$ cat src/rtl/pc_ctrl.sv
// Next-PC sequencer for the fetch stage: chooses between sequential advance,
// branch/jump redirect (immediate or held across stalls) and a sticky halt.
module pc_ctrl #(
  parameter logic [31:0] PC_STEP = 32'd4
) (
  input  logic        CLK,
  input  logic        nRST,
  input  logic        ihit,
  input  logic        stall,
  input  logic        redirect,
  input  logic [31:0] redirect_addr,
  input  logic        halt,
  input  logic [31:0] pcout,
  output logic        pcenable,
  output logic [31:0] pcnext,
  output logic        flush,
  output logic        halted,
  output logic [31:0] fetch_count
);

  typedef enum logic [1:0] {RUN, HOLD, HALTED} state_t;

  state_t      state, state_nxt;
  logic        adv;
  logic        pend_ld;
  logic        en_raw, flush_raw;
  logic [31:0] pend_addr;
  logic [31:0] fcnt;

  assign adv = ihit & ~stall;

  always_ff @(posedge CLK or negedge nRST) begin
    if (!nRST) state <= RUN;
    else       state <= state_nxt;
  end

  // HOLD exits on any advance; a redirect without an advance (re)captures the target
  always_comb begin
    state_nxt = state;
    pend_ld   = 1'b0;
    case (state)
      RUN: begin
        if (halt) state_nxt = HALTED;
        else if (redirect && !adv) begin
          state_nxt = HOLD;
          pend_ld   = 1'b1;
        end
      end
      HOLD: begin
        if (halt) state_nxt = HALTED;
        else if (redirect) begin
          if (adv) state_nxt = RUN;
          else     pend_ld   = 1'b1;
        end else if (adv) state_nxt = RUN;
      end
      default: state_nxt = HALTED;
    endcase
  end

  always_comb begin
    en_raw    = 1'b0;
    flush_raw = 1'b0;
    pcnext    = (state == RUN) ? pcout + PC_STEP : pend_addr;
    if (state != HALTED && !halt) begin
      if (redirect) begin
        flush_raw = 1'b1;
        en_raw    = adv;
        pcnext    = redirect_addr;
      end else begin
        en_raw = adv;
      end
    end
  end

  // Reset must silence the PC load and squash immediately, not at the next edge
  assign pcenable    = en_raw & nRST;
  assign flush       = flush_raw & nRST;
  assign halted      = (state == HALTED);
  assign fetch_count = fcnt;

  always_ff @(posedge CLK or negedge nRST) begin
    if (!nRST) begin
      pend_addr <= '0;
      fcnt      <= '0;
    end else begin
      if (pend_ld)  pend_addr <= redirect_addr;
      if (pcenable) fcnt      <= fcnt + 32'd1;
    end
  end

endmodule
$ cat config.mk
export PLATFORM = sky130hd
export DESIGN_NAME = pc_ctrl
export DESIGN_NICKNAME = d
export VERILOG_FILES = /design/src/rtl/pc_ctrl.sv
export SDC_FILE = /design/constraint.sdc
export NUM_CORES = 1
export LEC_CHECK = 0
export ABC_AREA = 1
export CAP_MARGIN = 20
export CORE_MARGIN = 5
export CORE_UTILIZATION = 45
export DETAILED_ROUTE_END_ITERATION = 16
export HOLD_SLACK_MARGIN = 0.12
export PLACE_DENSITY = 0.77
export SLEW_MARGIN = 20
export SYNTH_ARGS = -nofsm -noshare
export SYNTH_HDL_FRONTEND = slang
export SYNTH_SLANG_ARGS = --single-unit
$ cat constraint.sdc
create_clock -name CLK -period 4.25 [get_ports CLK]
set_clock_uncertainty 0.05 [all_clocks]
set_input_delay 0.85 -clock CLK [delete_from_list [all_inputs] [get_ports CLK]]
set_output_delay 0.85 -clock CLK [all_outputs]
set_load 0.03 [all_outputs]
==> impl_metrics.csv <==
group,metric,value,unit
run_status,status,"finished, final reports clean",
logic_synthesis,synthesis.area,0.00461,mm2
die,pin_count,137,
final_layout,final_net_count,861,
final_layout,drive_gt1_frac,0.0919,
power_and_ir_drop,p_leak,2.96,nW
power_and_ir_drop,ir_drop,0.121,mV
route,postRouteAntennaNets,0,
placed_design,place_ws,0.157,ns
route,num_vias,4661,
die,initial_utilization,0.454,
final_layout,final_cell_mix,"195 x nand2_1, 135 x clkdlybuf4s50_1, 81 x inv_1, 76 x nor2_1, 66 x dfrtp_1",
timing,slew_headroom,0.424,
global_route,grt_max_degree,63,
critical_path,crit_path_start_kind,"input pin",
clock_network,ctsHoldBuffers,0,
placed_design,io_buffers,136,
clock_network,cts_root_buf,"clkbuf_8",
global_route,grt_overflow,0,
final_layout,multi_input_area,0.00255,mm2
logic_synthesis,synthFlopType,"dfrtp_1",
final_layout,area_delta_synth_final,36.8,%
route,drc,0,
placed_design,dpl.hpwl,10.3,mm
final_layout,fillCellCount,909,
clock_network,insertion_delay,0.34,ns
logic_synthesis,syn_nets,726,
logic_synthesis,synth-edff-count,0,
timing,min_period,4.09,ns
die,rows,37,
critical_path,crit_path_end_kind,"output pin",
timing,maxSlewViolCount,0,
clock_network,clk_path_buf_depth,2,
critical_path,cpLargestDelayFamily,"buffers and inverters",
global_route,grt_pass1_vias,4541,
global_route,grt_use_total,0.217,
global_route,antenna_found_initial,0,
logic_synthesis,syn-instance-count,654,
global_route,grt_first_pass_wirelength,22.4,mm
route,drtIter0Drc,270,
route,via_per_inst,5.01,
clock_network,cts_tree,"built",
critical_path,critPathKind,"in -> out",
route,drt-total-wl,13.4,mm
hold_path,hold_path_class,"in -> async",
critical_path,cpMaxStageDelayCell,"clkdlybuf4s50_1",
logic_synthesis,avgSynthCellArea,7.04,um2
power_and_ir_drop,total_power,1.55,mW
critical_path,crit_path_start,"pcout[2]",
final_layout,diodes,0,
timing,max_freq,245,MHz
critical_path,r2r_cells,5,
logic_synthesis,synth-seq-cells,66,
critical_path,r2r_start,"state[1]",
logic_synthesis,synthDistinctLibCells,32,
timing,tightest_slew,0.860,ns
clock_network,clk_pin_slew,0.08,ns
timing,finalSetupViolCount,0,
critical_path,slowest_delay,0.69,ns
final_layout,final_common_cell,"nand2_1",
clock_network,cts_buffers,9,
placed_design,gp_congestion,0.857,
timing,rsz0062_at_grt,"no",
clock_network,post_cts_buffers,0,
route,wl_per_cell,14.4,um
timing,finalCritPeriodShare,0.962,
timing,hold_viol,0,
logic_synthesis,seq_area_frac_synth,0.359,
power_and_ir_drop,cellPowerDensity,246,mW/mm2
clock_network,cts_resized,0,
critical_path,crit_buf_inv,2,
critical_path,crit_path_frequent_cell,"nand2_1",
critical_path,arrival,3.19,ns
final_layout,register_area,0.00165,mm2
critical_path,path_max_fanout,5,
clock_network,htreeDepth,3,
logic_synthesis,yosysWarnings,0,
critical_path,required,3.35,ns
die,die_h,111,um
timing,postLayoutSetupSlackWorst,0.160,ns
run,max_cap_violations,0,
die,die_w,111,um
die,core_area,0.0101,mm2
critical_path,path_depth,11,
critical_path,path_cells,"clkdlybuf4s50_1, ha_1, nand2_1, nor2_4, nand2_2, nor2_4, nand2_1, nand2_1, nand3_1, a21oi_1, clkdlybuf4s50_1",
logic_synthesis,synth-async-reset-ratio,1.00,
route,drtPass1Iterations,6,
timing,setup_tns,0,ns
clock_network,cts_sinks,66,
die,dieArea,0.0124,mm2
cell type report:
class	instances	area share
clock buffers	10	0.0203
clock inverters	6	0.0143
inverters	82	0.0488
multi-input cells	489	0.404
flip-flops and latches	66	0.262
well taps	136	0.0270
repair buffers	141	0.223
layer usage:
| layer | up-vias | GRT usage | share of wire |
|---|---|---|---|
| met5 | - | 0 | 0 |
| li1 | 2331 | - | - |
| met1 | 2154 | 0.289 | 0.45 |
| met3 | 23 | 0.0377 | 0.059 |
| met4 | 0 | 0.0576 | 0.016 |
| met2 | 153 | 0.366 | 0.48 |
final timing paths:
path,to,slack [ns]
worst max-delay path,pcnext[26],0.16
worst min-delay path,pend_addr[0],0.28
worst max register to register,pend_addr[29],2.27
worst min register to register,pend_addr[7],0.44
max in group asynchronous,fetch_count[9],2.84
min in group CLK,pend_addr[7],0.44
flip-flops by register name (all words and copies together) (netlist names):
| name | cells |
|---|---|
| state | 2 |
| pend_addr | 32 |
| fetch_count | 32 |
cell families (layout without fill, tap and decap cells):
group           after synthesis  in the layout  synth area share
simple gates                368            368             0.356
buf+inv                      99            239            0.0894
flops                        66             66             0.359
compound gates               63             63            0.0706
xor+xnor                     31             31            0.0590
mux                          25             25            0.0611
fa+ha+maj                     2              2           0.00543
synth_stat cells, types with 6 or more instances:
| master | number | area [um2] |
|---|---|---|
| a21oi_1 | 20 | 100 |
| nor3_1 | 10 | 50.1 |
| o21ai_0 | 35 | 175 |
| clkbuf_1 | 7 | 26.3 |
| nand2_1 | 196 | 736 |
| nor2_4 | 10 | 113 |
| inv_1 | 81 | 304 |
| dfrtp_1 | 66 | 1650 |
| nor2_1 | 77 | 289 |
| mux2_2 | 20 | 225 |
| nand2_2 | 8 | 50.1 |
| nand4_1 | 6 | 37.5 |
| nand3_1 | 45 | 225 |
| xor2_1 | 17 | 149 |
| xnor2_1 | 14 | 123 |
per-stage QoR:
step	utilization	std cells	hold slack [ns]	instance area, um2
2_1_floorplan	-	654	0.396	4610
3_3_place_gp	0.600	914	0.414	6080
3_5_place_dp	0.600	914	0.420	6080
4_1_cts	0.621	930	0.276	6300
5_1_grt	0.621	930	0.271	6300
6_report	0.621	930	0.285	6300
worst register-to-register path: stages (launching register included):
cell and delay, ns:
dfrtp_1 0.43, nor2_1 0.12, inv_1 0.07, nor2_1 0.15, nand2_2 0.51, mux2_1 0.54
report_power, final:
part           internal (mW)  total, mW  leakage (nW)  switching [mW]
Sequential             0.652      0.663         0.869          0.0116
Combinational          0.143      0.294          1.98           0.151
Clock                  0.333      0.594         0.107           0.261
Total                   1.13       1.55          2.96           0.423
(Power assumes the default switching activity.)
